===== src/rtl/flash_bist_seq.sv =====
// Multi-pass flash write/read-back BIST sequencer driving the flash_write and flash_read engines.
// Optional watchdog on WRITE/READ phases enabled by defining FLASH_BIST_TIMEOUT_EN.
module flash_bist_seq #(
  parameter int                DATA_BYTES  = 64,
  parameter int                ADDR_W      = 24,
  parameter logic [ADDR_W-1:0] BASE_ADDR   = '0,
  parameter int                NUM_PASSES  = 4,
  parameter int                DELAY_CYC   = 250000,
  parameter int                MAX_RETRY   = 3,
  parameter int                TIMEOUT_CYC = 2000000
) (
  input  logic              clk,
  input  logic              rst,
  input  logic              start,
  input  logic              stop,
  input  logic [7:0]        seed,
  output logic              busy,
  output logic              pass_done,
  output logic [15:0]       pass_cnt,
  output logic [15:0]       err_cnt,
  output logic              mismatch,
  output logic [7:0]        mism_idx,
  output logic              fail,
  output logic              wr_en,
  output logic [ADDR_W-1:0] wr_addr,
  input  logic              wr_ready,
  output logic [7:0]        wr_data,
  output logic              wr_data_vld,
  input  logic              wr_done,
  input  logic              wr_err,
  output logic              rd_en,
  output logic [ADDR_W-1:0] rd_addr,
  input  logic [7:0]        rd_data,
  input  logic              rd_data_vld,
  input  logic              rd_done
);

  typedef enum logic [2:0] {
    S_IDLE, S_DELAY, S_WRITE, S_READ, S_CHECK, S_HALT
  } state_e;

  localparam int DLY_W = (DELAY_CYC > 1) ? $clog2(DELAY_CYC) : 1;
  localparam int RTY_W = (MAX_RETRY > 0) ? $clog2(MAX_RETRY + 1) : 1;
  localparam logic [DLY_W-1:0]  DLY_LAST  = DLY_W'((DELAY_CYC > 0) ? DELAY_CYC - 1 : 0);
  localparam logic [8:0]        LAST_IDX  = 9'(DATA_BYTES - 1);
  localparam logic [8:0]        N_BYTES   = 9'(DATA_BYTES);
  localparam logic [ADDR_W-1:0] ADDR_STEP = ADDR_W'(DATA_BYTES);

  state_e            state_q, state_d;
  logic [DLY_W-1:0]  dly_cnt_q, dly_cnt_d;
  logic [8:0]        wr_idx_q, wr_idx_d;
  logic [8:0]        rd_idx_q, rd_idx_d;
  logic [7:0]        seed_q, seed_d;
  logic [15:0]       pass_cnt_q, pass_cnt_d, pass_cnt_inc;
  logic [15:0]       err_cnt_q, err_cnt_d;
  logic [RTY_W-1:0]  retry_q, retry_d;
  logic [ADDR_W-1:0] addr_q, addr_d;
  logic [ADDR_W-1:0] wr_addr_q, wr_addr_d;
  logic              fail_q, fail_d;
  logic              mismatch_q, mismatch_d;
  logic [7:0]        mism_idx_q, mism_idx_d;
  logic              pass_done_q, pass_done_d;
  logic              wr_en_q, wr_en_d;
  logic              rd_en_q, rd_en_d;
  logic [7:0]        wr_data_q, wr_data_d;
  logic              wr_data_vld_q, wr_data_vld_d;

`ifdef FLASH_BIST_TIMEOUT_EN
  localparam int TO_W = (TIMEOUT_CYC > 1) ? $clog2(TIMEOUT_CYC) : 1;
  localparam logic [TO_W-1:0] TO_LAST = TO_W'((TIMEOUT_CYC > 0) ? TIMEOUT_CYC - 1 : 0);
  logic [TO_W-1:0] wdog_q, wdog_d;
  logic            wdog_hit;
  assign wdog_hit = (wdog_q == TO_LAST);
`endif

  // Page pattern: byte i of pass p is seed + i + p (mod 256).
  function automatic logic [7:0] pattern(input logic [7:0] s, input logic [7:0] idx,
                                         input logic [7:0] pc);
    return s + idx + pc;
  endfunction

  assign pass_cnt_inc = (pass_cnt_q == 16'hFFFF) ? pass_cnt_q : pass_cnt_q + 16'd1;

  // NOTE: every *_d gets its hold value first so no path through the case can infer a latch.
  always_comb begin
    state_d       = state_q;
    dly_cnt_d     = dly_cnt_q;
    wr_idx_d      = wr_idx_q;
    rd_idx_d      = rd_idx_q;
    seed_d        = seed_q;
    pass_cnt_d    = pass_cnt_q;
    err_cnt_d     = err_cnt_q;
    retry_d       = retry_q;
    addr_d        = addr_q;
    wr_addr_d     = wr_addr_q;
    fail_d        = fail_q;
    mism_idx_d    = mism_idx_q;
    wr_data_d     = wr_data_q;
    mismatch_d    = 1'b0;
    pass_done_d   = 1'b0;
    wr_en_d       = 1'b0;
    rd_en_d       = 1'b0;
    wr_data_vld_d = 1'b0;

    unique case (state_q)
      S_IDLE, S_HALT: begin
        if (start) begin
          state_d    = S_DELAY;
          seed_d     = seed;
          pass_cnt_d = '0;
          err_cnt_d  = '0;
          fail_d     = 1'b0;
          retry_d    = '0;
          addr_d     = BASE_ADDR;
          dly_cnt_d  = '0;
        end
      end

      S_DELAY: begin
        if (dly_cnt_q == DLY_LAST) begin
          state_d   = S_WRITE;
          wr_en_d   = 1'b1;
          wr_addr_d = addr_q;
          wr_idx_d  = '0;
          dly_cnt_d = '0;
        end else begin
          dly_cnt_d = dly_cnt_q + DLY_W'(1);
        end
      end

      S_WRITE: begin
        if (wr_ready) begin
          wr_data_d     = pattern(seed_q, wr_idx_q[7:0], pass_cnt_q[7:0]);
          wr_data_vld_d = 1'b1;
          // Requests past the page end keep re-sending the last byte.
          if (wr_idx_q < LAST_IDX) wr_idx_d = wr_idx_q + 9'd1;
        end
        if (wr_err) begin
          if (int'(retry_q) < MAX_RETRY) begin
            retry_d   = retry_q + RTY_W'(1);
            state_d   = S_DELAY;
            dly_cnt_d = '0;
            wr_idx_d  = '0;
          end else begin
            fail_d  = 1'b1;
            state_d = S_HALT;
          end
        end else if (wr_done) begin
          state_d  = S_READ;
          rd_en_d  = 1'b1;
          rd_idx_d = '0;
        end
`ifdef FLASH_BIST_TIMEOUT_EN
        else if (wdog_hit) begin
          fail_d  = 1'b1;
          state_d = S_HALT;
        end
`endif
      end

      S_READ: begin
        if (rd_data_vld && (rd_idx_q < N_BYTES)) begin
          if (rd_data != pattern(seed_q, rd_idx_q[7:0], pass_cnt_q[7:0])) begin
            mismatch_d = 1'b1;
            mism_idx_d = rd_idx_q[7:0];
            if (err_cnt_q != 16'hFFFF) err_cnt_d = err_cnt_q + 16'd1;
          end
          rd_idx_d = rd_idx_q + 9'd1;
        end
        if (rd_done) begin
          state_d     = S_CHECK;
          pass_done_d = 1'b1;
        end
`ifdef FLASH_BIST_TIMEOUT_EN
        else if (wdog_hit) begin
          fail_d  = 1'b1;
          state_d = S_HALT;
        end
`endif
      end

      S_CHECK: begin
        pass_cnt_d = pass_cnt_inc;
        retry_d    = '0;
        addr_d     = addr_q + ADDR_STEP;
        if (stop || ((NUM_PASSES != 0) && (int'(pass_cnt_inc) == NUM_PASSES))) begin
          state_d = S_HALT;
        end else begin
          state_d   = S_DELAY;
          dly_cnt_d = '0;
        end
      end

      default: state_d = S_IDLE;
    endcase
  end

`ifdef FLASH_BIST_TIMEOUT_EN
  always_comb begin
    wdog_d = '0;
    if ((state_d == state_q) && ((state_q == S_WRITE) || (state_q == S_READ)))
      wdog_d = wdog_q + TO_W'(1);
  end
`endif

  // NOTE: sequential state uses non-blocking assignments only, so every flop samples pre-edge values.
  always_ff @(posedge clk) begin
    if (rst) begin
      state_q       <= S_IDLE;
      dly_cnt_q     <= '0;
      wr_idx_q      <= '0;
      rd_idx_q      <= '0;
      seed_q        <= '0;
      pass_cnt_q    <= '0;
      err_cnt_q     <= '0;
      retry_q       <= '0;
      addr_q        <= BASE_ADDR;
      wr_addr_q     <= '0;
      fail_q        <= 1'b0;
      mismatch_q    <= 1'b0;
      mism_idx_q    <= '0;
      pass_done_q   <= 1'b0;
      wr_en_q       <= 1'b0;
      rd_en_q       <= 1'b0;
      wr_data_q     <= '0;
      wr_data_vld_q <= 1'b0;
`ifdef FLASH_BIST_TIMEOUT_EN
      wdog_q        <= '0;
`endif
    end else begin
      state_q       <= state_d;
      dly_cnt_q     <= dly_cnt_d;
      wr_idx_q      <= wr_idx_d;
      rd_idx_q      <= rd_idx_d;
      seed_q        <= seed_d;
      pass_cnt_q    <= pass_cnt_d;
      err_cnt_q     <= err_cnt_d;
      retry_q       <= retry_d;
      addr_q        <= addr_d;
      wr_addr_q     <= wr_addr_d;
      fail_q        <= fail_d;
      mismatch_q    <= mismatch_d;
      mism_idx_q    <= mism_idx_d;
      pass_done_q   <= pass_done_d;
      wr_en_q       <= wr_en_d;
      rd_en_q       <= rd_en_d;
      wr_data_q     <= wr_data_d;
      wr_data_vld_q <= wr_data_vld_d;
`ifdef FLASH_BIST_TIMEOUT_EN
      wdog_q        <= wdog_d;
`endif
    end
  end

  assign busy        = (state_q != S_IDLE) && (state_q != S_HALT);
  assign pass_done   = pass_done_q;
  assign pass_cnt    = pass_cnt_q;
  assign err_cnt     = err_cnt_q;
  assign mismatch    = mismatch_q;
  assign mism_idx    = mism_idx_q;
  assign fail        = fail_q;
  assign wr_en       = wr_en_q;
  assign wr_addr     = wr_addr_q;
  assign rd_addr     = wr_addr_q;
  assign wr_data     = wr_data_q;
  assign wr_data_vld = wr_data_vld_q;
  assign rd_en       = rd_en_q;

endmodule


===== config.mk =====
export PLATFORM = sky130hd
export DESIGN_NAME = flash_bist_seq
export DESIGN_NICKNAME = d
export VERILOG_FILES = /design/src/rtl/flash_bist_seq.sv
export SDC_FILE = /design/constraint.sdc
export NUM_CORES = 1
export LEC_CHECK = 0
export CAP_MARGIN = 10
export CORE_MARGIN = 1
export CORE_UTILIZATION = 45
export CTS_BUF_LIST = sky130_fd_sc_hd__clkbuf_4
export CTS_CLUSTER_SIZE = 25
export DETAILED_ROUTE_END_ITERATION = 12
export GPL_ROUTABILITY_DRIVEN = 0
export HOLD_SLACK_MARGIN = 0.03
export PLACE_DENSITY = 0.69
export SYNTH_ARGS = -nofsm -noshare
export SYNTH_HDL_FRONTEND = slang
export SYNTH_SLANG_ARGS = --single-unit
export TNS_END_PERCENT = 1

===== constraint.sdc =====
create_clock -name clk -period 4 [get_ports clk]
set_input_delay 0.4 -clock clk [delete_from_list [all_inputs] [get_ports clk]]
set_output_delay 0.4 -clock clk [all_outputs]
set_load 0.01 [all_outputs]

Yosys cells after proc, flatten, opt, wreduce, memory -nomap -nowiden
Cells that the tools add are included.

word-level totals
  logic and storage cells = 136
  register bits = 151
  input port bits = 25
  output and inout bits = 103

cells by class
  $lt $le $gt $ge = 3
  equality and inequality tests = 24
  bitwise gates (word level) = 4
  reductions and logical operators = 30
  mux-type cells = 46
  add/subtract/negate cells = 11

operators by type and width
  cell                                                               number
  18-bit 2-to-1 mux                                                  5
  16-bit 2-to-1 mux                                                  5
  9-bit 2-to-1 mux                                                   8
  18-bit case mux with 4 select lines                                1
  16-bit case mux with 2 select lines                                2
  24-bit case mux with 2 select lines                                1
  9-bit case mux with 2 select lines                                 2
  16-bit by 1-bit adder with 16-bit output (second input constant)   2
  8-bit adder                                                        4
  24-bit by 7-bit adder with 24-bit output (second input constant)   1
  24-bit 2-to-1 mux                                                  1
  2-bit inequality test (second input constant)                      12
  3-bit 2-to-1 mux                                                   7
  18-bit by 1-bit adder with 18-bit output (second input constant)   1
  9-bit by 1-bit adder with 9-bit output (second input constant)     2
  18-bit == test (second input constant)                             1
  16-bit == test (second input constant)                             1
  16-bit by 4-bit == test with 1-bit output (second input constant)  1
  16-bit inequality test (second input constant)                     1
  4-bit AND reduction                                                4
  3-bit case mux with 5 select lines                                 1
  2-bit AND reduction                                                5
  5-bit AND reduction                                                2
  2-bit nonzero test                                                 5
  other kinds (22)                                                   43

Longest topological paths before layout
  depth in word-level cells = 6
  mapped depth = 14
  gate-level depth less buffers = 13

Worst setup path before layout
Ideal clock, no wire load.

  path kind = flip-flop to flip-flop
  start = register pass_cnt_q[1], in the netlist pass_cnt[1]
  end = register err_cnt_q[6], in the netlist err_cnt[6]
  slack = 0.637 ns
  arrival time = 3.276 ns
  stages on the path, launching flop included = 13
  setup time = 0.087 ns
  path through = dfxtp_1 fa_1 ha_1 fa_1 xnor2_1 xnor2_1 nor4_1 nand3_1 nor4_1 clkbuf_1 buf_2 o311ai_0 o31ai_1

between the ends
  word-level cells in the longest chain between the ends = 4

ends and longest elaborated chain
  element                                 line  RTL
  from (decl)                             54    logic [15:0] pass_cnt_q, pass_cnt_d, pass_cnt_inc;
  from (signal assigned)                  236   pass_cnt_q <= pass_cnt_d;
  8-bit adder                             79    return s + idx + pc;
  8-bit inequality test                   163   if (rd_data != pattern(seed_q, rd_idx_q[7:0], pass_cnt_q[7:0])) begin
  2-bit inequality test (no source line)  --
  5-bit AND reduction (no source line)    --
  to (signal assigned)                    237   err_cnt_q <= err_cnt_d;
  to (decl)                               55    logic [15:0] err_cnt_q, err_cnt_d;

No other way between the ends.
A chain may end at the register's enable or synchronous reset.

Worst setup path in the final report
  start = register pass_cnt_q[1], in the netlist pass_cnt[1]
  end = register err_cnt_q[5], in the netlist err_cnt[5]

Same word-level chain as after synthesis.

==> results.txt <==
----------------------------------------------------
[Clock network]
  CTS tree ... yes
  Clock buffers created by TritonCTS ... 17
  Clk Tree Root Cell ... sky130_fd_sc_hd__clkbuf_4
  Count of H-tree levels built during CTS ... 4
  Clock transition at path regs ... 0.11 ns
  Resized cells post-CTS ... 0
  Post-CTS setup buffer count ... 0
  Deepest clock path buffer count ... 2
  CTS sink count ... 139
  Clock latency reported for the late side of the worst-skew pair ... roughly 0.55 ns
  # hold bufs at CTS ... 0

[Worst hold path]
  Origin of the worst min-delay path ... rst
  Type of the tightest min-delay check ... input pin to flip-flop

[Critical path]
  Crit path required time ... ~4.4 ns
  Crit path launch ... pass_cnt[1]$_SDFFE_PP0P_
  Biggest fanout along the worst timing path ... 9
  Largest stage delay, worst path ... around 0.62 ns
  Data arrival at the endpoint of the critical path ... 3.86 ns
  Critical Path Slowest Stage Cell ... sky130_fd_sc_hd__o311ai_1
  CP Capture Type ... flip-flop
  Launch instance of the worst register-to-register path ... pass_cnt[1]$_SDFFE_PP0P_
  Gate family responsible for the most delay along the worst path ... adder cells
  Combined buffer and inverter count along the critical path ... 0
  CP startpoint kind ... flip-flop
  Setup CP Type ... flip-flop to flip-flop
  Critical Path, Cell by Cell ... fa_1 > ha_1 > fa_1 > xnor2_1 > xnor2_1 > nor4_1 > nand3_1 > o311ai_1 > a2111o_1 > a21oi_1

[Final layout]
  Leading cell type in the layout, fill and taps excluded ... sky130_fd_sc_hd__dfxtp_1
  Final net count ... 1064
  P&R area growth vs syn ... 19.1%
  Filler cell count in the final layout ... ~1600
  Final design utilization ... 54.9%
  Highest-count cells in the layout ignoring fill and taps ... sky130_fd_sc_hd__dfxtp_1, sky130_fd_sc_hd__nor2_1, sky130_fd_sc_hd__clkdlybuf4s50_1, sky130_fd_sc_hd__nand2_1, sky130_fd_sc_hd__a21oi_1
  Ratio of cells with drive above 1 in the final layout ... 6.60%

[Floorplanning]
  Die span in x ... 132 um
  Height of the die ... roughly 130 um
  Effective utilization at floorplan ... 46.1%
  Total die area ... approximately 18000 um^2
  Standard cell core area ... 16600 um^2
  Number of rows created at floorplan ... 47
  I/O pin total ... 128

[Synth]
  Synthesized instance count ... 918
  Count of state elements after synthesis ... 139
  Dominant cells by area after synthesis ... sky130_fd_sc_hd__dfxtp_1, sky130_fd_sc_hd__nor2_1, sky130_fd_sc_hd__a21oi_1
  Most common flop cell mapped by yosys ... sky130_fd_sc_hd__dfxtp_1
  Number of warnings issued by yosys ... 0
  Cell accounting for the most synthesized area ... sky130_fd_sc_hd__dfxtp_1
  Sequential element share of the synthesized area ... 36.4%
  Post-synth ARST share ... 0%
  Number of library cell types mapped by synthesis ... 63
  Number of synthesized flops with an enable pin ... 0
  Mean Syn Cell Area ... 8.33 um^2
  Cell Area, Synth ... 7650 um^2
  Area share of the leading cell type in the synthesized netlist ... 36.4%

[STA]
  Clock skew ... between 0.015 and 0.02 ns
  Final hold violations ... 0
  Sum Neg Setup Slack ... 0 ns
  Actual transition at the worst max-transition pin ... 0.805 ns
  Slew HR ... 46.3%
  Highest achievable clock rate ... just under 300 MHz
  Clock period minus final worst setup slack ... approximately 3.5 ns
  Final critical-path share of the clock period ... 86.3%
  Slew Limit Fails ... 0
  RSZ-0062 raised after global routing ... no
  Setup-violating endpoint count in the final report ... 0

[Global route]
  Pin count of the biggest net entering global routing ... 63
  Final global-route overflow total ... 0
  Antenna violations before repair ... 1
  Combined global-route utilization of all metal layers ... 21.5%
  Global-route wire length before repair ... 30100 um
  Vias in the first global route ... 5925

[Outcome]
  Result of the run ... finished clean

[Drt]
  Drt first-iter violations ... 322
  Number of design rule violations left after detail routing ... 0
  Total wire length ... ~19000 um
  Via-per-instance ratio ... 5.50
  Detailed-route wire length per cell ... 15.1 um
  Number of optimization iterations in the first detailed-route pass ... 5
  Via count ... 6804
  Antenna-violating nets left ... 0

[Pwr]
  Maximum vdd ir drop ... 159 uV
  Leakage power ... roughly 0.0033 uW
  Power per standard cell area ... 340 nW/um^2

[Job]
  Maximum capacitance violations ... 0

[Placement]
  Detail Placement HPWL ... 13500 um
  Port bufs ... about 120

----------------------------------------------------
==> synth_stat cells, types with 3 or more instances <==
| library cell | n |
|---|---|
| sky130_fd_sc_hd__o311ai_0 | 3 |
| sky130_fd_sc_hd__nor3_1 | 21 |
| sky130_fd_sc_hd__or4_1 | 8 |
| sky130_fd_sc_hd__and4_1 | 7 |
| sky130_fd_sc_hd__nor4b_1 | 3 |
| sky130_fd_sc_hd__nand2_1 | 93 |
| sky130_fd_sc_hd__a41oi_1 | 3 |
| sky130_fd_sc_hd__nor3b_1 | 4 |
| sky130_fd_sc_hd__nand3b_1 | 4 |
| sky130_fd_sc_hd__xnor2_1 | 18 |
| sky130_fd_sc_hd__nor2b_1 | 5 |
| sky130_fd_sc_hd__buf_4 | 33 |
| sky130_fd_sc_hd__or3_1 | 8 |
| sky130_fd_sc_hd__o21a_1 | 5 |
| sky130_fd_sc_hd__o21bai_1 | 5 |
| sky130_fd_sc_hd__clkbuf_1 | 35 |
| sky130_fd_sc_hd__mux2i_1 | 28 |
| sky130_fd_sc_hd__a21oi_1 | 71 |
| sky130_fd_sc_hd__buf_2 | 6 |
| sky130_fd_sc_hd__nor2_1 | 118 |
| sky130_fd_sc_hd__a2111o_1 | 4 |
| sky130_fd_sc_hd__nor4_1 | 7 |
| sky130_fd_sc_hd__a21o_1 | 5 |
| sky130_fd_sc_hd__a22oi_1 | 4 |
| sky130_fd_sc_hd__fa_1 | 16 |
| sky130_fd_sc_hd__dfxtp_1 | 139 |
| sky130_fd_sc_hd__and3_1 | 15 |
| sky130_fd_sc_hd__and2_1 | 12 |
| sky130_fd_sc_hd__a31oi_1 | 9 |
| sky130_fd_sc_hd__o31ai_1 | 10 |
| sky130_fd_sc_hd__a311oi_2 | 7 |
| sky130_fd_sc_hd__inv_1 | 19 |
| sky130_fd_sc_hd__ha_1 | 19 |
| sky130_fd_sc_hd__xor2_1 | 13 |
| sky130_fd_sc_hd__o21ai_0 | 43 |
| sky130_fd_sc_hd__nand3_1 | 41 |
| sky130_fd_sc_hd__nand2b_1 | 12 |
| sky130_fd_sc_hd__nand4_1 | 14 |
| sky130_fd_sc_hd__or2_2 | 3 |
| sky130_fd_sc_hd__a211oi_1 | 5 |
| sky130_fd_sc_hd__a311oi_1 | 13 |
==> per-layer routing <==
metal  vias up  part of all wire (%)  global-route usage (%)
li1       3418                     -                       -
met2       164                    47                    34.0
met1      3197                    47                    29.3
met4         0                   1.9                    8.05
met5         -                     0                       0
met3        25                   4.6                    3.77
==> flip-flops by register name (all words and copies together), names as in the netlist, 2 cells and up <==
register	flops
err_cnt	16
addr_q	18
rd_addr	18
state_q	3
wr_data	8
rd_idx_q	9
dly_cnt_q	18
wr_idx_q	9
pass_cnt	16
retry_q	2
mism_idx	8
seed_q	8
==> area by class of cell <==
cell class / instances / area (um^2) / share of cell area (%)
antenna: 2 / 5.00 / 0.0549
tap: 220 / 275 / 3.02
clock inverter: 11 / 129 / 1.41
inverter: 19 / 71.3 / 0.783
timing repair buffer: 133 / 1280 / 14.1
clock buffer: 19 / 143 / 1.57
sequential: 139 / 2780 / 30.5
multi-input combinational: 694 / 4420 / 48.5
==> metrics by stage <==
step	worst slack (ns)	hold slack (ns)	cells	area (um^2)	power (uW)
after global routing	0.304	0.271	1237	9110	3270
after global placement	0.610	0.442	1205	8830	2190
after detailed placement	0.556	0.446	1205	8830	2200
after floorplan	0.637	0.431	929	7690	1990
final	0.548	0.302	1237	9110	3100
after CTS	0.542	0.256	1235	9110	3130
==> cells by family (layout without fill, tap and decap cells) <==
group | count (synthesis) | after routing | share of synthesized area, %
compound gates | 203 | 203 | 17.7
xor+xnor | 31 | 31 | 3.55
fa+ha+maj | 35 | 35 | 7.29
buf+inv | 96 | 182 | 6.56
flops | 139 | 139 | 36.4
mux | 30 | 30 | 3.96
other cells | 1 | 14 | 0.0490
simple gates | 383 | 383 | 24.5
==> power breakdown <==
group	internal [uW]	leakage [uW]	switching, uW
clock network	430	0.000150	500
registers	1420	0.00112	58.1
logic	235	0.00202	453
total	2090	0.00329	1010
==> final timing paths <==
| kind | end | slack [ns] | cells after the start |
|---|---|---|---|
| setup / recovery | err_cnt[5]$_SDFFE_PP0P_ | 0.55 | 10 |
| hold / removal | pass_cnt[13]$_SDFFE_PP0P_ | 0.30 | 2 |
| setup reg to reg | err_cnt[5]$_SDFFE_PP0P_ | 0.55 | 10 |
| hold reg to reg | seed_q[0]$_SDFFE_PP0P_ | 0.46 | 2 |
(Power assumes the default switching activity.)
